`src/rtl/csr_file_if.sv`:
```
// csr_file_if: read/write bus between the core pipeline and csr_file.
//   master : decode/execute and writeback side. It drives read requests and
//            write-backs, and receives read responses.
//   slave  : csr_file side.
// Signals:
//   csr_re / csr_raddr / csr_wr_intent : read request. csr_wr_intent marks a
//                                        read whose instruction will also write.
//   csr_rdata / csr_rvalid / csr_illegal : registered read response.
//   csr_we / csr_waddr / csr_wdata      : write port (CSRRW/S/C result).
interface csr_file_if #(
  parameter int WIDTH = 32
);
  logic             csr_re;
  logic [11:0]      csr_raddr;
  logic             csr_wr_intent;
  logic [WIDTH-1:0] csr_rdata;
  logic             csr_rvalid;
  logic             csr_illegal;
  logic             csr_we;
  logic [11:0]      csr_waddr;
  logic [WIDTH-1:0] csr_wdata;

  modport master (
    output csr_re, csr_raddr, csr_wr_intent, csr_we, csr_waddr, csr_wdata,
    input  csr_rdata, csr_rvalid, csr_illegal
  );

  modport slave (
    input  csr_re, csr_raddr, csr_wr_intent, csr_we, csr_waddr, csr_wdata,
    output csr_rdata, csr_rvalid, csr_illegal
  );
endinterface

```
`src/rtl/csr_file.sv`:
```
// csr_file: machine-mode CSR register file for the RV32I core.
// The file holds the trap state: mstatus (MIE/MPIE, with MPP fixed at 2'b11),
// mie, mtvec, mscratch, mepc, mcause and mtval. misa and mhartid are
// read-only constants.
// Optional feature: define CSR_COUNTERS_EN to build the 64-bit mcycle and
// minstret counters and their user-mode aliases. Without the macro, the
// counter addresses read as 0 without an illegal flag, and writes to them
// are dropped.
// Ports:
//   clk_i, rst_i          clock and asynchronous active-high reset
//   bus (slave)           read request/response and write port
//   trap_i, trap_*_i      trap entry: loads mepc/mcause/mtval and stacks MIE
//   mret_i                trap return: restores MIE from MPIE
//   retire_i              instruction retired (drives minstret)
//   mtvec_o, mepc_o       current mtvec and mepc, taken straight from the registers
//   irq_en_o              current mstatus.MIE
module csr_file #(
  parameter int               WIDTH       = 32,
  parameter int               HART_ID     = 0,
  parameter logic [WIDTH-1:0] MTVEC_RESET = 32'h0000_0000
) (
  input  logic             clk_i,
  input  logic             rst_i,
  csr_file_if.slave        bus,
  input  logic             trap_i,
  input  logic [WIDTH-1:0] trap_cause_i,
  input  logic [WIDTH-1:0] trap_pc_i,
  input  logic [WIDTH-1:0] trap_tval_i,
  input  logic             mret_i,
  input  logic             retire_i,
  output logic [WIDTH-1:0] mtvec_o,
  output logic [WIDTH-1:0] mepc_o,
  output logic             irq_en_o
);

  logic             mstatus_mie_reg;
  logic             mstatus_mpie_reg;
  logic [WIDTH-1:0] mie_reg;
  logic [WIDTH-1:0] mtvec_reg;
  logic [WIDTH-1:0] mscratch_reg;
  logic [WIDTH-1:0] mepc_reg;
  logic [WIDTH-1:0] mcause_reg;
  logic [WIDTH-1:0] mtval_reg;

  logic [WIDTH-1:0] rd_value;
  logic             rd_hit;
  logic             rd_illegal;

  // Write-port decode. Read-only and unimplemented addresses match nothing,
  // so writes to them are dropped.
  logic wr_mstatus, wr_mie, wr_mtvec, wr_mscratch, wr_mepc, wr_mcause, wr_mtval;
  assign wr_mstatus  = bus.csr_we && (bus.csr_waddr == 12'h300);
  assign wr_mie      = bus.csr_we && (bus.csr_waddr == 12'h304);
  assign wr_mtvec    = bus.csr_we && (bus.csr_waddr == 12'h305);
  assign wr_mscratch = bus.csr_we && (bus.csr_waddr == 12'h340);
  assign wr_mepc     = bus.csr_we && (bus.csr_waddr == 12'h341);
  assign wr_mcause   = bus.csr_we && (bus.csr_waddr == 12'h342);
  assign wr_mtval    = bus.csr_we && (bus.csr_waddr == 12'h343);

`ifdef CSR_COUNTERS_EN
  logic [63:0] mcycle_reg;
  logic [63:0] minstret_reg;

  // A write to either half replaces that half. It also stalls the counter for
  // that cycle, so software sees exactly the value it wrote.
  always_ff @(posedge clk_i or posedge rst_i) begin
    if (rst_i) begin
      mcycle_reg   <= 64'd0;
      minstret_reg <= 64'd0;
    end else begin
      if (bus.csr_we && bus.csr_waddr == 12'hB00)
        mcycle_reg[31:0] <= bus.csr_wdata;
      else if (bus.csr_we && bus.csr_waddr == 12'hB80)
        mcycle_reg[63:32] <= bus.csr_wdata;
      else
        mcycle_reg <= mcycle_reg + 64'd1;

      if (bus.csr_we && bus.csr_waddr == 12'hB02)
        minstret_reg[31:0] <= bus.csr_wdata;
      else if (bus.csr_we && bus.csr_waddr == 12'hB82)
        minstret_reg[63:32] <= bus.csr_wdata;
      else if (retire_i)
        minstret_reg <= minstret_reg + 64'd1;
    end
  end
`else
  // retire_i only drives minstret, so it has no load in this build.
  logic unused_retire;
  assign unused_retire = retire_i;
`endif

  // Combinational read mux over the current register state. A write in the
  // same cycle therefore returns the pre-write value.
  always_comb begin
    rd_value = '0;
    rd_hit   = 1'b1;
    case (bus.csr_raddr)
      12'h300: rd_value = {19'd0, 2'b11, 3'd0, mstatus_mpie_reg, 3'd0, mstatus_mie_reg, 3'd0};
      12'h301: rd_value = 32'h4000_0100;
      12'h304: rd_value = mie_reg;
      12'h305: rd_value = mtvec_reg;
      12'h340: rd_value = mscratch_reg;
      12'h341: rd_value = mepc_reg;
      12'h342: rd_value = mcause_reg;
      12'h343: rd_value = mtval_reg;
      12'hF14: rd_value = WIDTH'(HART_ID);
`ifdef CSR_COUNTERS_EN
      12'hB00, 12'hC00: rd_value = mcycle_reg[31:0];
      12'hB80, 12'hC80: rd_value = mcycle_reg[63:32];
      12'hB02, 12'hC02: rd_value = minstret_reg[31:0];
      12'hB82, 12'hC82: rd_value = minstret_reg[63:32];
`else
      12'hB00, 12'hB80, 12'hB02, 12'hB82,
      12'hC00, 12'hC80, 12'hC02, 12'hC82: rd_value = '0;
`endif
      default: rd_hit = 1'b0;
    endcase
  end

  // Addresses with [11:10]==2'b11 are read-only. This includes the counter
  // aliases even when the counters are not built.
  assign rd_illegal = !rd_hit || (bus.csr_wr_intent && bus.csr_raddr[11:10] == 2'b11);

  always_ff @(posedge clk_i or posedge rst_i) begin
    if (rst_i) begin
      mstatus_mie_reg  <= 1'b0;
      mstatus_mpie_reg <= 1'b0;
      mie_reg          <= '0;
      mtvec_reg        <= MTVEC_RESET;
      mscratch_reg     <= '0;
      mepc_reg         <= '0;
      mcause_reg       <= '0;
      mtval_reg        <= '0;
      bus.csr_rdata    <= '0;
      bus.csr_rvalid   <= 1'b0;
      bus.csr_illegal  <= 1'b0;
    end else begin
      // Trap entry wins over MRET, and MRET wins over a CSR write.
      if (trap_i) begin
        mstatus_mpie_reg <= mstatus_mie_reg;
        mstatus_mie_reg  <= 1'b0;
      end else if (mret_i) begin
        mstatus_mie_reg  <= mstatus_mpie_reg;
        mstatus_mpie_reg <= 1'b1;
      end else if (wr_mstatus) begin
        mstatus_mie_reg  <= bus.csr_wdata[3];
        mstatus_mpie_reg <= bus.csr_wdata[7];
      end

      if (wr_mie)      mie_reg      <= bus.csr_wdata;
      if (wr_mtvec)    mtvec_reg    <= {bus.csr_wdata[WIDTH-1:2], 2'b00};
      if (wr_mscratch) mscratch_reg <= bus.csr_wdata;

      if (trap_i) begin
        mepc_reg   <= {trap_pc_i[WIDTH-1:2], 2'b00};
        mcause_reg <= trap_cause_i;
        mtval_reg  <= trap_tval_i;
      end else begin
        if (wr_mepc)   mepc_reg   <= {bus.csr_wdata[WIDTH-1:2], 2'b00};
        if (wr_mcause) mcause_reg <= bus.csr_wdata;
        if (wr_mtval)  mtval_reg  <= bus.csr_wdata;
      end

      // Read response. With no request, rdata holds its last value.
      if (bus.csr_re) begin
        bus.csr_rdata   <= rd_illegal ? '0 : rd_value;
        bus.csr_rvalid  <= 1'b1;
        bus.csr_illegal <= rd_illegal;
      end else begin
        bus.csr_rvalid  <= 1'b0;
        bus.csr_illegal <= 1'b0;
      end
    end
  end

  assign mtvec_o  = mtvec_reg;
  assign mepc_o   = mepc_reg;
  assign irq_en_o = mstatus_mie_reg;

endmodule

```
`src/flat_wrapper.sv`:
```
// flat-port wrapper written by rule: the top's interface ports become plain ports
module csr_file_flat 
#(
  parameter int               WIDTH       = 32,
  parameter int               HART_ID     = 0,
  parameter logic [WIDTH-1:0] MTVEC_RESET = 32'h0000_0000
)
  (clk_i, rst_i, trap_i, trap_cause_i, trap_pc_i, trap_tval_i, mret_i, retire_i, mtvec_o, mepc_o, irq_en_o, bus_csr_re, bus_csr_raddr, bus_csr_wr_intent, bus_csr_we, bus_csr_waddr, bus_csr_wdata, bus_csr_rdata, bus_csr_rvalid, bus_csr_illegal);
  csr_file_if #(.WIDTH(WIDTH)) bus_i ();
  input  logic clk_i;
  input  logic rst_i;
  input  logic trap_i;
  input  logic [WIDTH-1:0] trap_cause_i;
  input  logic [WIDTH-1:0] trap_pc_i;
  input  logic [WIDTH-1:0] trap_tval_i;
  input  logic mret_i;
  input  logic retire_i;
  output logic [WIDTH-1:0] mtvec_o;
  output logic [WIDTH-1:0] mepc_o;
  output logic irq_en_o;
  input wire logic [$bits(bus_i.csr_re)-1:0] bus_csr_re;
  input wire logic [$bits(bus_i.csr_raddr)-1:0] bus_csr_raddr;
  input wire logic [$bits(bus_i.csr_wr_intent)-1:0] bus_csr_wr_intent;
  input wire logic [$bits(bus_i.csr_we)-1:0] bus_csr_we;
  input wire logic [$bits(bus_i.csr_waddr)-1:0] bus_csr_waddr;
  input wire logic [$bits(bus_i.csr_wdata)-1:0] bus_csr_wdata;
  output wire logic [$bits(bus_i.csr_rdata)-1:0] bus_csr_rdata;
  output wire logic [$bits(bus_i.csr_rvalid)-1:0] bus_csr_rvalid;
  output wire logic [$bits(bus_i.csr_illegal)-1:0] bus_csr_illegal;
  assign bus_i.csr_re = bus_csr_re;
  assign bus_i.csr_raddr = bus_csr_raddr;
  assign bus_i.csr_wr_intent = bus_csr_wr_intent;
  assign bus_i.csr_we = bus_csr_we;
  assign bus_i.csr_waddr = bus_csr_waddr;
  assign bus_i.csr_wdata = bus_csr_wdata;
  assign bus_csr_rdata = bus_i.csr_rdata;
  assign bus_csr_rvalid = bus_i.csr_rvalid;
  assign bus_csr_illegal = bus_i.csr_illegal;
  csr_file #(.WIDTH(WIDTH), .HART_ID(HART_ID), .MTVEC_RESET(MTVEC_RESET)) u_core (.clk_i(clk_i), .rst_i(rst_i), .bus(bus_i), .trap_i(trap_i), .trap_cause_i(trap_cause_i), .trap_pc_i(trap_pc_i), .trap_tval_i(trap_tval_i), .mret_i(mret_i), .retire_i(retire_i), .mtvec_o(mtvec_o), .mepc_o(mepc_o), .irq_en_o(irq_en_o));
endmodule
```
`config.mk`:
```
export PLATFORM = sky130hd
export DESIGN_NAME = csr_file_flat
export DESIGN_NICKNAME = d
export VERILOG_FILES = /design/src/rtl/csr_file_if.sv /design/src/rtl/csr_file.sv /design/src/flat_wrapper.sv
export SDC_FILE = /design/constraint.sdc
export NUM_CORES = 1
export LEC_CHECK = 0
export CAP_MARGIN = 20
export CORE_MARGIN = 2
export CORE_UTILIZATION = 35
export DETAILED_ROUTE_END_ITERATION = 10
export HOLD_SLACK_MARGIN = 0.05
export PLACE_DENSITY = 0.7
export SKIP_LAST_GASP = 1
export SLEW_MARGIN = 20
export SYNTH_ARGS = -nofsm -noshare
export SYNTH_HDL_FRONTEND = slang
export SYNTH_SLANG_ARGS = --single-unit
```
`constraint.sdc`:
```
create_clock -name clk_i -period 9.7 [get_ports clk_i]
set_clock_uncertainty 0.15 [all_clocks]
set_input_delay 1.455 -clock clk_i [delete_from_list [all_inputs] [get_ports clk_i]]
set_output_delay 1.455 -clock clk_i [all_outputs]
set_load 0.02 [all_outputs]
```
After elaboration in Yosys (flattened, before gate mapping)
Index checks and enable logic that the tools add are counted.

storage, ports and cells
  register bits = 226
  output and inout port bits = 99
  input port bits = 160

operators by class
  equal/unequal tests = 25
  muxes and demuxes = 17
  reduce and logical (&&, ||, !) cells = 15

operator list
  kind                    number
  $pmux W32 S8            1
  $mux W32                7
  $eq A12 B10 Y1 const B  15
  $eq A12 B12 Y1 const B  9
  $reduce_or A17 Y1       1
  $mux W1                 9
  $logic_and A1 B1 Y1     8
  $reduce_bool A2 Y1      3
  $reduce_bool A3 Y1      1
  $eq A2 B2 Y1 const B    1
  $logic_not A1 Y1        1
  $logic_or A1 B1 Y1      1

Longest topological paths before layout
Gate-level depths: netlist of the first run.

  depth in word-level cells = 6
  gate-level depth with buffers = 7

Worst setup path after synthesis of the first run
No wires, ideal clock.

  path kind = in2reg
  start = input port bus_csr_raddr[5]
  end = register u_core.bus.csr_rdata[3]
  buffers on the path = 2
  stages on the path = 6
  path slack = 6.349 ns
  data arrival time = 3.117 ns
  path through = or4_4 buf_6 or3_1 clkbuf_1 or3_1 a41oi_2

between the ends
  word-level cells in the longest chain between the ends = 6

ends and longest elaborated chain
  what                                              line                RTL
  start, declared                                   flat_wrapper.sv:22  input wire logic [$bits(bus_i.csr_raddr)-1:0] bus_csr_raddr;
  $eq A12 B10 Y1 or $eq A12 B12 Y1 (tied branches)  csr_file.sv:97      case (bus.csr_raddr)
  $reduce_or A17 Y1 (no source line)                n/a
  $mux W1                                           csr_file.sv:97
  $logic_not A1 Y1                                  csr_file.sv:122     assign rd_illegal = !rd_hit || (bus.csr_wr_intent && bus.csr_raddr[11:10] == 2'b11);
  $logic_or A1 B1 Y1                                csr_file.sv:122
  $mux W32 (*)                                      csr_file.sv:166     bus.csr_rdata <= rd_illegal ? '0 : rd_value;
  end signal, assigned                              csr_file.sv:166
  end, declared                                     csr_file_if.sv:30   output csr_rdata, csr_rvalid, csr_illegal

Every way passes the cells marked *; elsewhere a longest branch is shown, timed or not.
A chain may end at the register's enable or synchronous reset.

Worst setup path after layout of the first run
  start = input port bus_csr_waddr[8]
  end = register u_core.mepc_reg[25], in the netlist u_core.mepc_o[25]

between the ends
  word-level cells in the longest chain between the ends = 3

ends and longest elaborated chain
  what                                 line                RTL
  start, declared                      flat_wrapper.sv:25  input wire logic [$bits(bus_i.csr_waddr)-1:0] bus_csr_waddr;
  $eq A12 B10 Y1                       csr_file.sv:56      assign wr_mepc = bus.csr_we && (bus.csr_waddr == 12'h341);
  $logic_and A1 B1 Y1                  csr_file.sv:56
  $reduce_bool A2 Y1 (no source line)  n/a
  end signal, assigned                 csr_file.sv:155     mepc_reg <= {trap_pc_i[WIDTH-1:2], 2'b00};
  end signal, assigned                 csr_file.sv:159     if (wr_mepc) mepc_reg <= {bus.csr_wdata[WIDTH-1:2], 2'b00};
  end, declared                        csr_file.sv:41      logic [WIDTH-1:0] mepc_reg;

No other way between the ends.

==> reports/results.ini, run 1 <==
[final_layout]
num-fill-cells=2798
regArea_mm2=0.00561
finalNetCount=1320
area_growth_pct=33.8
multiInputGateArea_mm2=0.00508
fin_cells=1575
drive_gt1_frac=0.0841

[logic_synthesis]
synth_area_mm2=0.0110
syn_inst=939
synth_edf_count=0
ys_ff_latch=224
synth_area_per_cell_um2=11.7
yosysUniqueCellTypes=50
synth-main-ff-cell=dfrtp_1
ys_async_sr_fraction=1.00
yosys_warnings=0
seq_area_frac_synth=0.510

[drt]
wl_per_cell_um=20.4
vias=8423
drt_first_iter_violations=457
vias_per_cell=5.35
wl_mm=32.2
antenna_left=0
drcViolationCount=0
dr.pass1.iters=5

[sta]
period_minus_slack_ns=4.08
hold_viol=0
setup_violations=0
fin_setup_tns_ns=0
worst_slew_pin_slew_ns=1.05
rsz0062_at_grt=no
slew-limit-headroom=0.297
setup_slack_ns=5.62
whs_ns=0.333
timing.final.crit_share=0.421
max_freq_ghz=0.245
drv_slew=0

[worst_setup_path]
critPathCaptureType=flop
path_max_fanout=20
cp-start-kind=primary input
r2r_cells=4
cp.arrival_ns=4.33
r2r_slack_ns=8.01
cp_data_required_time_ns=9.95
crit_type=in2reg

[grt]
grt_pass1_vias=8774
grt_max_degree=110
antenna_found_initial=4
grt-ovfl-total=0
grt_pass1_wl_mm=50.9
grt_usage=0.195

[floorplan]
die_area_mm2=0.0328
start_util=0.357
die_width_um=181
die_h_um=181
std_cell_rows=64
io_pins=259
core-area_mm2=0.0307

[clock_network]
cts.sinks=224
cts_max_path_buffers=3
cts_root_buf=clkbuf_16
clk_pin_slew_ns=0.06
cts_made_buffers=25
cts_tree=built
cts.repair.resized=0
h-tree-depth=1
clock_latency_ns=0.52
holdBufCountCts=0
postCtsSetupBuffers=0

[power_and_ir_drop]
cellPowerDensity_mw_per_mm2=157
peakVddDrop_mv=0.109
finalPower_mw=2.31
p_leak_nw=6.80

[worst_hold_path]
hold_path_class=reg2reg
hold_depth=1

[placed_design]
dpl.cell_count=1528
dp_slack_ns=5.03
portBuffers=251
gp_congestion=0.776
dp_hpwl_mm=20.7

[outcome]
run_status=complete, no violations

[run]
cap_violations=0

## logic make-up (layout without fill, tap and decap cells)
group / count (synthesis) / in the layout / synth area share
AND/OR/NAND/NOR: 153 / 153 / 0.0683
AO/OA/AOI/OAI: 197 / 197 / 0.112
other: 1 / 6 / 0.000341
buffers and inverters: 82 / 317 / 0.0307
flip-flops: 224 / 224 / 0.510
multiplexers: 282 / 282 / 0.278
## metal layers
metal  wire length [µm]  GRT usage  vias up
met4                885     0.0553        4
met3               1750     0.0365       63
met1              14500      0.256     4256
li1                   -          -     3868
met5                 24          0        -
met2              15000      0.330      232
## worst max-delay path, stage by stage
cell	delay (ns)
clkdlybuf4s50_1	0.47
nor3b_1	0.39
nand4_1	0.79
buf_4	0.57
mux2_1	0.35
mux2_2	0.27
## area by class of cell
cell class	instances	share of cell area
antenna	2	0.000340
clock buffer	36	0.0501
clock inverter	8	0.00825
inverter	7	0.00230
multi-input combinational	636	0.345
sequential	224	0.381
tap	396	0.0337
timing repair buffer	266	0.179
## through the flow
step	area, µm²	util
5_1_grt	14700	0.478
3_5_place_dp	13800	0.450
3_3_place_gp	13800	0.450
4_1_cts	14700	0.477
6_report	14700	0.478
2_1_floorplan	11000	-
## synth_stat cells, types with 3 or more instances
| master | instances | share of area |
|---|---|---|
| a22oi_1 | 29 | 0.020 |
| nor4bb_1 | 3 | 0.0027 |
| nand3b_1 | 4 | 0.0027 |
| or2_1 | 3 | 0.0017 |
| nand2b_1 | 4 | 0.0023 |
| nand2_1 | 101 | 0.035 |
| nor4_1 | 5 | 0.0028 |
| nand4b_1 | 3 | 0.0024 |
| nor2_1 | 7 | 0.0024 |
| o21ai_0 | 5 | 0.0023 |
| clkbuf_1 | 52 | 0.018 |
| mux2_2 | 30 | 0.031 |
| o22a_1 | 24 | 0.019 |
| o21ai_1 | 88 | 0.040 |
| inv_1 | 7 | 0.0024 |
| nand4_1 | 3 | 0.0017 |
| buf_1 | 12 | 0.0041 |
| a21oi_1 | 27 | 0.012 |
| mux2i_1 | 95 | 0.087 |
| a31oi_1 | 6 | 0.0034 |
| nor3b_1 | 3 | 0.0020 |
| buf_4 | 4 | 0.0027 |
| nor3_1 | 4 | 0.0018 |
| mux2_1 | 157 | 0.16 |
| buf_2 | 6 | 0.0027 |
| dfrtp_1 | 224 | 0.51 |
| o22ai_1 | 3 | 0.0017 |
| or3_1 | 3 | 0.0017 |
## power by group
part | total, mW | internal [mW] | switching (mW) | leakage (nW)
combinational | 0.305 | 0.157 | 0.149 | 3.48
clock | 0.993 | 0.605 | 0.388 | 0.422
sequential | 1.01 | 0.982 | 0.0292 | 2.90
## final timing paths
check | start | endpoint
max in group asynchronous | rst_i | u_core.mepc_o[12]
worst max-delay path | bus_csr_waddr[8] | u_core.mepc_o[25]
worst min-delay path | u_core.mie_reg[11] | u_core.mie_reg[11]
worst min register to register | u_core.mie_reg[11] | u_core.mie_reg[11]
min in group asynchronous | rst_i | u_core.mtvec_o[9]
worst max register to register | u_core.mtval_reg[30] | u_core.bus.csr_rdata[30]
## placed cells by master (no fill, tap or decap), types with 5 or more instances in the layout
cell type        instances
a21oi_1                 27
a22oi_1                 29
a31oi_1                  6
buf_4                   14
clkbuf_16               25
clkbuf_8                 7
clkdlybuf4s50_1        248
dfrtp_1                224
inv_1                    6
mux2_1                 157
mux2_2                  30
mux2i_1                 95
nand2_1                100
nor2_1                   7
o21ai_0                  5
o21ai_1                 88
o22a_1                  24
No activity file was read; power rests on OpenSTA's default activity.
==> inputs of run 2 (changes only) <==
--- a/config.mk
+++ b/config.mk
@@ -10,7 +10,7 @@
 export CORE_UTILIZATION = 35
 export DETAILED_ROUTE_END_ITERATION = 10
 export HOLD_SLACK_MARGIN = 0.05
-export PLACE_DENSITY = 0.7
+export PLACE_DENSITY = 0.72
 export SKIP_LAST_GASP = 1
 export SLEW_MARGIN = 20
 export SYNTH_ARGS = -nofsm -noshare
==> constraint.sdc (replaced) <==
create_clock -name clk_i -period 3.6 [get_ports clk_i]
set_clock_uncertainty 0.15 [all_clocks]
set_input_delay 0.54 -clock clk_i [delete_from_list [all_inputs] [get_ports clk_i]]
set_output_delay 0.54 -clock clk_i [all_outputs]
set_load 0.02 [all_outputs]
==> run 2 against run 1 <==
Against the previous run:
- cell count increased by 1.1%
- utilization is 0.67 points higher
- non-clock buffer count up 12
- sequential share of layout area shrank 0.52 points
- worst setup slack got worse by 4.6 ns
- total power increased to 2.7 times the previous value
- sequential power rose to 2.7 times the previous value
- combinational power rose to 2.7 times the previous value
- critical endpoint is now u_core.mtval_reg[11]
==> reports/results.ini, run 2 (synthesis results as in run 1) <==
[floorplan]
die_h_um=181
start_util=0.357
io_pins=259
die_width_um=181
std_cell_rows=64
core-area_mm2=0.0307
die_area_mm2=0.0328

[grt]
antenna_found_initial=6
grt_pass1_wl_mm=50.1
grt_max_degree=78
grt_usage=0.192
grt_pass1_vias=8712
grt-ovfl-total=0

[drt]
vias_per_cell=5.25
antenna_left=0
drcViolationCount=0
drt_first_iter_violations=493
vias=8357
dr.pass1.iters=5
wl_mm=32.1
wl_per_cell_um=20.2

[sta]
worst_slew_pin_slew_ns=0.871
max_freq_ghz=0.383
rsz0062_at_grt=no
timing.final.crit_share=0.725
whs_ns=0.279
slew-limit-headroom=0.418
drv_slew=0
setup_slack_ns=0.988
setup_violations=0
hold_viol=0
period_minus_slack_ns=2.61
fin_setup_tns_ns=0

[worst_setup_path]
crit_slowest_cell=nand4_1
critical-path-max-stage-delay_ns=0.76
cp_data_required_time_ns=3.84
path_max_fanout=14
critPathCaptureType=flop
crit_type=in2reg
cp.arrival_ns=2.85
path_cells=clkdlybuf4s50_1, nor4b_2, nand4_1, buf_12, mux2i_1, o21ai_1
cp-start-kind=primary input

[placed_design]
gp_congestion=0.790
dp_hpwl_mm=21.7
portBuffers=251
dp_slack_ns=0.385

[final_layout]
drive_gt1_frac=0.0972
final_common_cell=clkdlybuf4s50_1
area_growth_pct=35.7
finalNetCount=1333
mostFrequentLayoutCells=clkdlybuf4s50_1 (248), dfrtp_1 (224), mux2_1 (157), nand2_1 (100), mux2i_1 (95)
utilization=0.485

[clock_network]
cts_made_buffers=26
cts_max_path_buffers=3
postCtsSetupBuffers=0
holdBufCountCts=0
cts.repair.resized=0
clk_pin_slew_ns=0.06
clock_latency_ns=0.53
cts_tree=built
cts_root_buf=clkbuf_16
h-tree-depth=1
cts.sinks=224

[run]
cap_violations=0

[outcome]
run_status=complete, no violations

[power_and_ir_drop]
cellPowerDensity_mw_per_mm2=420
finalPower_mw=6.26
p_leak_nw=6.90
peakVddDrop_mv=0.306

[worst_hold_path]
hold_path_class=in2async

[run 2: changes by cell type in the layout (fill, tap and decap cells not counted), moves of 2 or more]
cell        change
clkinv_2        +2
buf_12          +7
clkbuf_16       +2
bufinv_16       -2
clkinvlp_4      +2
buf_4           +7
buf_6           -2
clkbuf_8        +3
[run 2: final cells by class]
class	instances	area, µm²
Timing Repair Buffer	278	2800
Multi-Input combinational cell	636	5080
Tap cell	396	495
Fill cell	2713	15800
Clock buffer	40	825
Clock inverter	8	70.1
Antenna cell	3	7.51
Inverter	7	30.0
Sequential cell	224	5610
[run 2: final timing paths]
check,end,slack [ns],depth (start not counted),start
min,u_core.mscratch_reg[1],0.28,2,rst_i
max in group asynchronous,u_core.bus.csr_rdata[19],2.22,3,rst_i
max,u_core.mtval_reg[11],0.99,6,bus_csr_waddr[3]
min in group clk_i,u_core.mcause_reg[24],0.30,3,trap_i
max reg2reg,u_core.bus.csr_rdata[30],1.81,4,u_core.mtval_reg[30]
min reg2reg,u_core.mie_reg[5],0.34,1,u_core.mie_reg[5]
[run 2: routing by layer]
metal  part of all wire  track usage  vias up
met5            0.00084            0        -
met4              0.023       0.0556        4
met3              0.055       0.0377       52
met2               0.49        0.327      231
met1               0.44        0.249     4179
li1                   -            -     3891
[run 2: where the power goes]
part           switching [mW]  leakage [nW]  internal, mW  total (mW)
combinational           0.403          3.56         0.432       0.835
clock                    1.06         0.442          1.64        2.70
sequential             0.0810          2.90          2.65        2.73
[run 2: worst max-delay path, delay by kind of cell]
family | cells | cell delay, ns
and+or+nand+nor | 2 | 1.14
buffers and inverters | 2 | 0.87
muxes | 1 | 0.21
AOI/OAI and AO/OA | 1 | 0.08
[run 2: through the flow]
| stage | instances | area [µm²] |
|---|---|---|
| 2_1_floorplan | 942 | 11000 |
| 3_3_place_gp | 1541 | 14000 |
| 3_5_place_dp | 1541 | 14000 |
| 4_1_cts | 1589 | 14900 |
| 5_1_grt | 1589 | 14900 |
| 6_report | 1592 | 14900 |
